### src/rtl/buzzer_arbiter.sv
// buzzer_arbiter: latches edge-detected alarm requests and grants a shared
// buzzer to one channel at a time in round-robin order. Each granted tone
// lasts a programmable number of cycles and is followed by a programmable
// silent gap. Mute aborts a running tone and blocks new grants.
module buzzer_arbiter #(
    parameter int NREQ  = 3,
    parameter int DUR_W = 5,
    parameter int GAP_W = 3
) (
    input  logic                    clk,
    input  logic                    rst_n,
    input  logic                    en,
    input  logic [NREQ-1:0]         req,
    input  logic [NREQ-1:0]         clear,
    input  logic [DUR_W-1:0]        dur_cfg,
    input  logic [GAP_W-1:0]        gap_cfg,
    input  logic                    mute,
    output logic [NREQ-1:0]         buzz,
    output logic [$clog2(NREQ)-1:0] grant_id,
    output logic [NREQ-1:0]         pending,
    output logic                    busy,
    output logic                    done
);

    localparam int ID_W = $clog2(NREQ);

    typedef enum logic [1:0] {
        ST_IDLE = 2'd0,
        ST_TONE = 2'd1,
        ST_GAP  = 2'd2
    } state_t;

    state_t            state_r, state_s;
    logic [NREQ-1:0]   req_d_r;
    logic [NREQ-1:0]   pending_r, pending_s;
    logic [NREQ-1:0]   buzz_r, buzz_s;
    logic [ID_W-1:0]   grant_id_r, grant_id_s;
    logic [ID_W-1:0]   rr_ptr_r, rr_ptr_s;
    logic [DUR_W-1:0]  tone_cnt_r, tone_cnt_s;
    logic [GAP_W-1:0]  gap_cnt_r, gap_cnt_s;
    logic              busy_r, busy_s;
    logic              done_r, done_s;

    logic [NREQ-1:0]   rise_s;
    logic [NREQ-1:0]   grant_clr_s;
    logic [NREQ-1:0]   onehot_s;
    logic [ID_W-1:0]   pick_s;
    logic [ID_W-1:0]   rr_next_s;
    logic              found_s;

    // Rising-edge detect of the level requests against the previous sample
    assign rise_s = req & ~req_d_r;

    // Round-robin search: first pending channel at or after the pointer
    always_comb begin : pick_blk
        int              sum_v;
        logic [ID_W-1:0] idx_v;
        sum_v   = 0;
        idx_v   = '0;
        found_s = 1'b0;
        pick_s  = '0;
        for (int k = 0; k < NREQ; k++) begin
            sum_v = int'(rr_ptr_r) + k;
            sum_v = (sum_v >= NREQ) ? (sum_v - NREQ) : sum_v;
            idx_v = ID_W'(sum_v);
            if (!found_s && pending_r[idx_v]) begin
                found_s = 1'b1;
                pick_s  = idx_v;
            end else begin
                found_s = found_s;
            end
        end
    end

    // Decode the picked channel and the pointer that follows it
    always_comb begin : ptr_blk
        int nxt_v;
        nxt_v     = int'(pick_s) + 1;
        rr_next_s = (nxt_v >= NREQ) ? '0 : ID_W'(nxt_v);
        onehot_s  = {{(NREQ-1){1'b0}}, 1'b1} << pick_s;
    end

    // Next-state and output decode for the IDLE/TONE/GAP sequencer
    always_comb begin
        state_s     = state_r;
        buzz_s      = buzz_r;
        grant_id_s  = grant_id_r;
        rr_ptr_s    = rr_ptr_r;
        tone_cnt_s  = tone_cnt_r;
        gap_cnt_s   = gap_cnt_r;
        done_s      = 1'b0;
        grant_clr_s = '0;
        case (state_r)
            ST_IDLE: begin
                if (!mute && found_s) begin
                    state_s     = ST_TONE;
                    buzz_s      = onehot_s;
                    grant_id_s  = pick_s;
                    rr_ptr_s    = rr_next_s;
                    grant_clr_s = onehot_s;
                    tone_cnt_s  = (dur_cfg == '0) ? DUR_W'(1) : dur_cfg;
                end else begin
                    buzz_s = '0;
                end
            end
            ST_TONE: begin
                if (mute) begin
                    // Abort: silence immediately, no completion pulse
                    state_s   = ST_GAP;
                    buzz_s    = '0;
                    gap_cnt_s = gap_cfg;
                end else if (tone_cnt_r <= DUR_W'(1)) begin
                    buzz_s    = '0;
                    done_s    = 1'b1;
                    gap_cnt_s = gap_cfg;
                    state_s   = (gap_cfg == '0) ? ST_IDLE : ST_GAP;
                end else begin
                    tone_cnt_s = tone_cnt_r - DUR_W'(1);
                end
            end
            ST_GAP: begin
                buzz_s = '0;
                if (gap_cnt_r <= GAP_W'(1)) begin
                    state_s = ST_IDLE;
                end else begin
                    gap_cnt_s = gap_cnt_r - GAP_W'(1);
                end
            end
            default: begin
                state_s = ST_IDLE;
                buzz_s  = '0;
            end
        endcase
        // A new edge on the granted channel in the grant cycle re-arms it
        pending_s = (pending_r & ~clear & ~grant_clr_s) | rise_s;
        busy_s    = (state_s != ST_IDLE);
    end

    // State and output registers; en low freezes everything
    always_ff @(posedge clk or negedge rst_n) begin
        if (!rst_n) begin
            state_r    <= ST_IDLE;
            req_d_r    <= '0;
            pending_r  <= '0;
            buzz_r     <= '0;
            grant_id_r <= '0;
            rr_ptr_r   <= '0;
            tone_cnt_r <= '0;
            gap_cnt_r  <= '0;
            busy_r     <= 1'b0;
            done_r     <= 1'b0;
        end else if (en) begin
            state_r    <= state_s;
            req_d_r    <= req;
            pending_r  <= pending_s;
            buzz_r     <= buzz_s;
            grant_id_r <= grant_id_s;
            rr_ptr_r   <= rr_ptr_s;
            tone_cnt_r <= tone_cnt_s;
            gap_cnt_r  <= gap_cnt_s;
            busy_r     <= busy_s;
            done_r     <= done_s;
        end else begin
            state_r <= state_r;
        end
    end

    assign buzz     = buzz_r;
    assign grant_id = grant_id_r;
    assign pending  = pending_r;
    assign busy     = busy_r;
    assign done     = done_r;

endmodule

### config.mk
export PLATFORM = sky130hd
export DESIGN_NAME = buzzer_arbiter
export DESIGN_NICKNAME = d
export VERILOG_FILES = /design/src/rtl/buzzer_arbiter.sv
export SDC_FILE = /design/constraint.sdc
export NUM_CORES = 1
export LEC_CHECK = 0
export CAP_MARGIN = 20
export CORE_MARGIN = 2
export CORE_UTILIZATION = 50
export DETAILED_ROUTE_END_ITERATION = 7
export PLACE_DENSITY = 0.76
export SYNTH_ARGS = -nofsm -noshare
export SYNTH_HDL_FRONTEND = slang
export SYNTH_SLANG_ARGS = --single-unit
export TNS_END_PERCENT = 50
### constraint.sdc
create_clock -name clk -period 6.52 [get_ports clk]
set_input_delay 1.956 -clock clk [delete_from_list [all_inputs] [get_ports clk]]
set_output_delay 1.956 -clock clk [all_outputs]
set_load 0.01 [all_outputs]
Word level (Yosys, flattened, before mapping)
Cells that the tools add are included.
{"block": "classes", "add_sub_neg": 8, "magnitude_cmp": 9, "eq_ne": 7, "n_shift": 1, "muxes": 39, "bitwise": 7, "n_reduce_logical": 16}
{"operator": "$mux W2", "count": 12}
{"operator": "$mux W3", "count": 7}
{"operator": "$mux W5", "count": 4}
{"operator": "$pmux W3 S2", "count": 2}
{"operator": "$pmux W5 S2", "count": 1}
{"operator": "$and A3 B3 Y3", "count": 3}
{"operator": "$ge A3 B2 Y1 const B", "count": 3}
{"operator": "$lt A2 B3 Y1 const B", "count": 3}
{"operator": "$mux W1", "count": 9}
{"operator": "$not A3 Y3", "count": 3}
{"operator": "$ne A2 B2 Y1 const B", "count": 4}
{"operator": "$add A2 B1 Y3 const B", "count": 2}
{"operator": "$bmux W1 S2", "count": 3}
{"operator": "$pmux W2 S3", "count": 1}
{"operator": "$reduce_bool A2 Y1", "count": 3}
{"operator": "$sub A2 B2 Y2 const B", "count": 3}
{"operator": "$le A5 B1 Y1 const B", "count": 1}
{"operator": "$logic_not A5 Y1", "count": 1}
{"operator": "$reduce_and A5 Y1", "count": 1}
{"operator": "$sub A5 B1 Y5 const B", "count": 1}
{"operator": "$reduce_and A4 Y1", "count": 1}
{"operator": "$add A2 B2 Y3 const B", "count": 1}
{"operator": "$le A3 B1 Y1 const B", "count": 1}
{"operator": "$logic_and A1 B1 Y1", "count": 3}
{"operator": "other kinds (12)", "count": 14}
{"block": "totals", "regBits": 25, "input_bits": 18, "out_inout_bits": 10, "word_cells": 97}

Logic depth before layout (Yosys ltp)
Gate-level depths: netlist of run 1.
{"block": "depth", "ltp_word": 17, "depth_mapped": 10, "depth_no_buf": 8}

Least setup slack after synthesis of run 1
Ideal clock, no wire load.
{"block": "synth_path", "path_kind": "input -> register", "start": "input mute", "end": "register pending_r[1] (netlist: pending[1])", "setup_time_ns": 0.126, "arrival_ns": 2.929, "t_required_ns": 6.394, "slack_ns": 3.465, "stages": 3, "path_buffers": 0, "path_cell_list": "or4_4 nand2b_1 a221o_1"}
{"block": "synth_via", "elab_chain_cells": 7}
{"item": "start, declared", "line_no": "17", "text": "input logic mute,"}
{"item": "$logic_not A1 Y1", "line_no": "95", "text": "if (!mute && found_s) begin"}
{"item": "$logic_and A1 B1 Y1", "line_no": "95"}
{"item": "$mux W3", "line_no": "95"}
{"item": "$mux W3", "line_no": "93", "text": "case (state_r)"}
{"item": "$not A3 Y3", "line_no": "135", "text": "pending_s = (pending_r & ~clear & ~grant_clr_s) | rise_s;"}
{"item": "$and A3 B3 Y3", "line_no": "135"}
{"item": "$or A3 B3 Y3", "line_no": "135"}
{"item": "end signal, assigned", "line_no": "155", "text": "pending_r <= pending_s;"}
{"item": "end, declared", "line_no": "35", "text": "logic [NREQ-1:0] pending_r, pending_s;"}
Every way passes these cells.
A chain may end at the register's enable or synchronous reset.

Final worst setup path of run 1
{"block": "layout_path", "start": "register pending_r[2] (netlist: pending[2])", "end": "output pending[2]"}
{"item": "end, declared", "line_no": "20", "text": "output logic [NREQ-1:0] pending,"}
No word-level cell between the ends.

==> results summary, run 1 <==
The filler cells instantiated in the layout total 262. The family with the most delay on the worst path is buffers and inverters. Walking the worst path, the cells encountered are clkdlybuf4s50_1. The number of ports placed on the die boundary came out at 28. The critical path is of the register to output port type. The number of distinct library cells after synthesis is between 40 and 50. The number of endpoints with negative hold slack in the final report came to 0.

The number of levels in the clock H-tree is 1. The fraction of final layout cells with drive strength greater than 1 came out at 0.0732. The placed instances occupy a cell area of around 1900 µm². The detailed-router iteration count before antenna repair came out at 4. The routed wire length came out at 3310 µm.

The utilization after layout is 0.633. After synthesis, the share of flip-flops with an asynchronous set or reset is 1.00. The net total in the final layout is 232. The number of nets in the synthesized netlist is 204. Counting flops with a built-in enable in the synthesized netlist gives 0.

The via count of the first global-routing pass was around 1200. The worst setup path is captured at an output port. Entering global routing, the biggest net connects 26 pins. The share of total power dissipated in the clock network is 0.091.

After technology mapping, the gate count stands at 178. In this run the number of cells on the critical path is 1. The area enclosed by the die boundary came out at ~3600 µm².

The first routing iteration left 85 violations. The post-synth design cell area came out at roughly 1600 µm². The count of input and output buffers came out at 27.

The residual antenna-violating net count after detailed routing came out at 0. In the routed design, unresolved DRC markers number 0. In this run the vertical extent of the chip is between 60 and 70 µm.

The combined global-route utilization of all metal layers is 0.191. The clock net in this run drives a total of 25 sinks. The library cell used most frequently in the layout, excluding fill and tap cells, is clkdlybuf4s50_1. The post-detailed-route via-to-cell ratio is ~5.6. The cell-internal power came out at 0.000449 W. For this run, the top clock speed supported by timing is 295 MHz. The proportion of power drawn by flip-flops and latches is 0.336. The placed wire-length estimate after detailed placement is 2510 µm. The maximum net fanout on the critical path is 9. The proportion of synthesized chip area in sequential cells came out at 0.396. Of the total power, the share spent switching nets is 0.442. The number of gates resized after CTS is 0. The tool flagged a number of max-cap violations equal to 0. The cell leakage power came out at 0.849 nW. The buffer count from post-CTS setup fixing is 0.

Setup violations remaining at the end of the flow were counted as 0. In the synthesized netlist the dominant register cell turns out to be dfrtp_1. The worst setup path is launched from a register. The global-route wire length before repair came out at between 5000 and 6000 µm.

The core region is approximately 3000 µm². The transition at the pin with the smallest max-transition slack came out at ~0.45 ns. Along the worst hold path, the cell count comes to 1. The relative area change from synthesis to final layout came out at 21.4%. In this run the mean area of a mapped cell was 8.88 µm². Across all hold checks on the routed design, the worst slack comes to 0.497 ns. The flow ran to the end, and the final reports show no timing, DRC or antenna violations. The number of buffers added to fix hold violations after cts is 0.

The max-slew headroom at the worst pin is 0.698. The share of total power dissipated in combinational logic is 0.572. The longest individual stage delay on the worst path came out at 0.59 ns.

For this run, the number of Yosys warnings is 0. Dividing the detail-routed wire length by the instance count gives 13.3 µm. The total CTS buffers is 3. TritonCTS built the clock tree.

The worst setup skew after layout is 0.00255 ns. The synthesized design contains 25 register bits. The via total after detailed routing came out at 1384.

At the worst endpoint, the arrival time is 1.43 ns. Clock tree synthesis selected as its root buffer the cell clkbuf_4. The setup TNS came out at 0 ns.

After routing the design area is ~1900 µm². The congestion estimate from routability-driven global placement came to 0.898. The initial antenna violation count came out at 0. The worst-path cell with the longest stage delay is clkdlybuf4s50_1.

The critical path buffer and inverter count is 1. The clock latency on the worst-skew pair came out at between 0.3 and 0.4 ns. The post-layout minimum cycle time came out at 3.39 ns. The starting utilization of the core area came out at 0.522.

Dividing total power by cell area gives a power density of 419 nW/µm². The initialized floorplan defines 20 standard-cell rows. 0 antenna diodes ended up in the layout. The number of max-slew violations in the final report is 0. The die extent in x came out at around 60 µm. The tightest min-delay check is of the register to register type.

Clock-pin slew was measured on the worst setup and hold paths at 0.15 ns. The worst-case reg-to-reg path depth is 8. IR analysis of the VDD net gives a maximum drop of approximately 210 µV. The overall overflow remaining after global route is 0. The deepest clock path buffer count is 2. The switching component of the power came out at 0.000355 W.

Setup repair after global routing left no endpoint under its margin. Leaving out fill and tap cells, the most frequent cells in the layout are 27 x clkdlybuf4s50_1, 25 x dfrtp_1, 20 x nor2_1, 19 x o21ai_0, 16 x nand2_1. The required arrival time at the worst endpoint came out at 4.56 ns.

Dividing the final minimum period by the clock period gives 0.519.
## per-stage QoR
stage / total power [W] / setup WS [ns] / instances
2_1_floorplan: 0.000611 / 3.46 / 178
3_3_place_gp: 0.000712 / 2.90 / 244
3_5_place_dp: 0.000727 / 2.84 / 244
4_1_cts: 0.000801 / 3.12 / 248
5_1_grt: 0.000872 / 3.01 / 249
6_report: 0.000803 / 3.13 / 249
## worst paths after layout
path / startpoint / endpoint / slack, ns
worst min-delay path: buzz[1] / buzz[1] / 0.50
max in group asynchronous: rst_n / gap_cnt_r[2] / 4.17
worst max register to register: rr_ptr_r[0] / pending[1] / 4.12
min in group asynchronous: rst_n / gap_cnt_r[1] / 1.92
worst min register to register: buzz[1] / buzz[1] / 0.50
worst max-delay path: pending[2] / pending[2] / 3.13
## synthesized netlist by cell type, types with 2 or more instances
cell,count,area [µm²]
dfrtp_1,25,626
nor2_1,20,75.1
o21ai_0,19,95.1
nand2_1,16,60.1
inv_1,14,52.6
a21oi_1,11,55.1
ha_1,8,100
a21o_1,6,45.0
nand2b_1,5,31.3
buf_6,3,33.8
nor2b_1,3,18.8
o22a_1,3,26.3
o31ai_1,3,22.5
or3_1,3,18.8
a31oi_1,2,12.5
and2b_2,2,17.5
mux2i_1,2,20.0
nor3_1,2,10.0
o211ai_1,2,15.0
o21a_1,2,15.0
o221ai_1,2,17.5
o22ai_1,2,12.5
## power by group through the flow
stage          registers (W)  logic, W  clock network [W]
2_1_floorplan       0.000263  0.000348                  0
3_3_place_gp        0.000269  0.000443                  0
3_5_place_dp        0.000272  0.000455                  0
4_1_cts             0.000269  0.000457          0.0000748
5_1_grt             0.000277  0.000515          0.0000802
6_report            0.000270  0.000460          0.0000735
## area by class of cell
cell class / count / area [µm²] / area share
Inverter: 14 / 52.6 / 0.0274
Clock buffer: 3 / 22.5 / 0.0117
Multi-Input combinational cell: 134 / 857 / 0.447
Clock inverter: 1 / 7.51 / 0.00391
Timing Repair Buffer: 28 / 298 / 0.155
Sequential cell: 25 / 626 / 0.326
Tap cell: 44 / 55.1 / 0.0287
## per-layer routing
metal  global-route usage  part of all wire  wire, µm
met5                    0                 0         0
met3               0.0238             0.037       124
met4               0.0667            0.0057        19
met2                0.317              0.48      1600
met1                0.257              0.47      1570
## state kept, by name, indices dropped and copies added (netlist names)
signal and count:
gap_cnt_r 3, req_d_r 3, done 1, rr_ptr_r 2, state_r 2, pending 3
busy 1, grant_id 2, buzz 3, tone_cnt_r 5
## logic make-up after synthesis
group,share of synthesized area
AO/OA/AOI/OAI,0.257
buffers and inverters,0.0618
flip-flops,0.396
AND/OR/NAND/NOR,0.203
adder cells (fa/ha/maj),0.0633
multiplexers,0.0198
Note: power is estimated with default switching activity, not from simulation.
==> run 2: changes to the inputs <==
--- a/config.mk
+++ b/config.mk
@@ -7,9 +7,9 @@
 export LEC_CHECK = 0
 export CAP_MARGIN = 20
 export CORE_MARGIN = 2
-export CORE_UTILIZATION = 50
+export CORE_UTILIZATION = 47
 export DETAILED_ROUTE_END_ITERATION = 7
-export PLACE_DENSITY = 0.76
+export PLACE_DENSITY = 0.75
 export SYNTH_ARGS = -nofsm -noshare
 export SYNTH_HDL_FRONTEND = slang
 export SYNTH_SLANG_ARGS = --single-unit
==> constraint.sdc (replaced) <==
create_clock -name clk -period 2.92 [get_ports clk]
set_input_delay 0.876 -clock clk [delete_from_list [all_inputs] [get_ports clk]]
set_output_delay 0.876 -clock clk [all_outputs]
set_load 0.01 [all_outputs]
==> run 2 against run 1 <==
- wire length is 2.3% higher
- die area is 5.9% higher
- clock-buffer cell count stayed put
- largest cell class unchanged
- utilization is 5.6 points lower
- flip-flop and latch count stayed put
- cell area is 1.0% lower
==> results summary, run 2 (same netlist as run 1, synthesis figures left out) <==
The floorplan has 21 rows. The combined global-route utilization of all metal layers is 0.202. The number of antenna diodes came out at 0. The number of levels in the clock H-tree is 1. The max-slew headroom at the worst pin is 0.667. Hold repair after CTS inserted 0 buffers. The worst-case reg-to-reg path depth is 8. The library cell used most frequently in the layout, excluding fill and tap cells, is clkdlybuf4s50_1. The number of ports placed on the die boundary is 28.

The relative area change from synthesis to final layout is 20.1%. Post-CTS timing repair inserted 0 buffers for setup. The startpoint identified for the worst register-to-register timing path is rr_ptr_r[0]. For the worst setup path, the data arrival time is 2.65 ns. The clock transition at the registers of the reported paths came out at around 0.14 ns. The worst-case IR drop observed on VDD is 540 µV. The post-detailed-route via-to-cell ratio is 5.59. From left edge to right edge, the die measures about 62 µm. The vertical extent of the die came out at 62.0 µm. The pin count of the biggest net entering global routing is 26. The destination of the worst register-to-register timing path is pending[1]. At the pin with the least slew margin, the transition time is 0.495 ns. Of the cells placed in the final design, the portion with a size suffix greater than 1 is 0.0732. The setup slack of the worst register-to-register path came out at 0.49 ns. The utilization after layout is 0.578.

At the end of the flow, the number of nets in the layout was 232. The post-route clock period utilization is 0.834. The placed wire-length estimate after detailed placement came out at 2650 µm. The overall overflow remaining after global route is 0. In the layout the commonest cells are 27 x clkdlybuf4s50_1, 25 x dfrtp_1, 20 x nor2_1, 19 x o21ai_0, 16 x nand2_1.

The number of endpoints with negative hold slack in the final report came out at 0. The maximum net fanout on the critical path is 9. The number of max-slew violations in the final report was 0.

The capture point of the critical path is pending[1]. The run finished with clean final reports. The setup path with the least slack is of type register to register. The global-route wire length before repair is 5820 µm. The die covers a little under 4000 µm². The register name with the most flops is tone_cnt_r. In the final routed layout, each cell accounts on average for 13.5 µm.

The sink count of the clock tree came out at 25. The count of endpoints failing setup in the final report came out at 0. The CTS tree is yes.

The setup TNS is 0 ns. The detailed-router iteration count before antenna repair came out at 4. The routed wire length came out at 3390 µm. In this run the worst hold path is classified as register to register. Setup repair after global routing left no endpoint under its margin. The power density over cell area came out at 943 nW/µm². Timing would allow up to 411 MHz. The initial antenna violation count is 0.

The area of the core region came out at around 3300 µm². Fill cells in the final layout number 313. The critical path starts at rr_ptr_r[0]. The via count of the first global-routing pass came out at approximately 1400. The DRC violations left is 0. The iteration-0 DRC count of the detailed router is 78. Across the run, the number of max-cap violations was 0. The clock tree root driver cell is clkbuf_4. STA classifies the critical path startpoint as a register. STA classifies the critical path endpoint as a register. The detail route stage leaves a number of antenna-violating nets equal to 0.

After layout, the minimum clock period comes to roughly 2.4 ns. The routability congestion estimate came out at 0.836. The number of flip-flops under the largest register name came out at 5. The count of input and output buffers came out at 27. The later pin in the worst-skew pair is clocked with a latency of approximately 0.32 ns. The via total after detailed routing came out at 1404. Final hold analysis gives a worst-case slack of 0.497 ns. For this configuration, the core starts out at a cell density of 0.481. Counting the buffers created by CTS gives 3.

The number of gates resized after CTS came out at 0. The deepest clock path buffer count is 2. STA puts the critical path data required time at 3.14 ns. The cell leakage power came out at 0.845 nW.

Clock skew on the completed layout was measured at between 0.005 and 0.006 ns.
-- run 2: cell types whose count changed in the layout (fill, tap and decap cells not counted), sizes merged --
cell      before  now
clkinv         0    1
clkinvlp       1    0
-- run 2: layout make-up --
type / count / area [µm²] / share of cell area
multi-input cells: 134 / 857 / 0.452
flip-flops and latches: 25 / 626 / 0.330
repair buffers: 28 / 278 / 0.146
well taps: 46 / 57.6 / 0.0303
inverters: 14 / 52.6 / 0.0277
clock buffers: 3 / 22.5 / 0.0119
clock inverters: 1 / 5.00 / 0.00264
-- run 2: metal layers --
layer	vias to the layer above	global-route usage	share of wire
met5	-	0	0
li1	691	-	-
met4	0	0.0942	0.018
met3	8	0.0311	0.039
met1	671	0.250	0.42
met2	34	0.344	0.52
-- run 2: worst max-delay path, stage by stage, from the launching register on --
cell and delay, ns:
dfrtp_1 0.42, inv_1 0.08, ha_1 0.40, nand2b_1 0.25, a21oi_2 0.18, nor4_4 0.08
or4_4 0.44, nand2b_1 0.16, a221o_1 0.33
-- run 2: how the worst min path moves through the flow --
stage | startpoint | endpoint | depth (start not counted) | slack (ns)
3_3_place_gp | buzz[1] | buzz[1] | 1 | 0.46
3_5_place_dp | gap_cnt_r[1] | gap_cnt_r[1] | 2 | 0.47
4_1_cts | gap_cnt_r[1] | gap_cnt_r[1] | 2 | 0.50
6_report | grant_id[0] | grant_id[0] | 1 | 0.50
5_1_grt | grant_id[0] | grant_id[0] | 1 | 0.51
2_1_floorplan | gap_cnt_r[1] | gap_cnt_r[1] | 2 | 0.45
-- run 2: where the power goes --
group	leakage [nW]	internal, W	switching (W)
registers	0.309	0.000472	0.000129
clock network	0.0177	0.0000513	0.000106
logic	0.519	0.000477	0.000555
-- run 2: per-stage QoR --
step | cells | total power, W | area, µm² | worst slack [ns]
global placement | 247 | 0.00159 | 1870 | 0.342
finish | 251 | 0.00179 | 1900 | 0.486
floorplan | 178 | 0.00136 | 1580 | 0.690
detailed placement | 247 | 0.00164 | 1870 | 0.278
CTS | 251 | 0.00180 | 1900 | 0.473
global route | 251 | 0.00196 | 1900 | 0.285
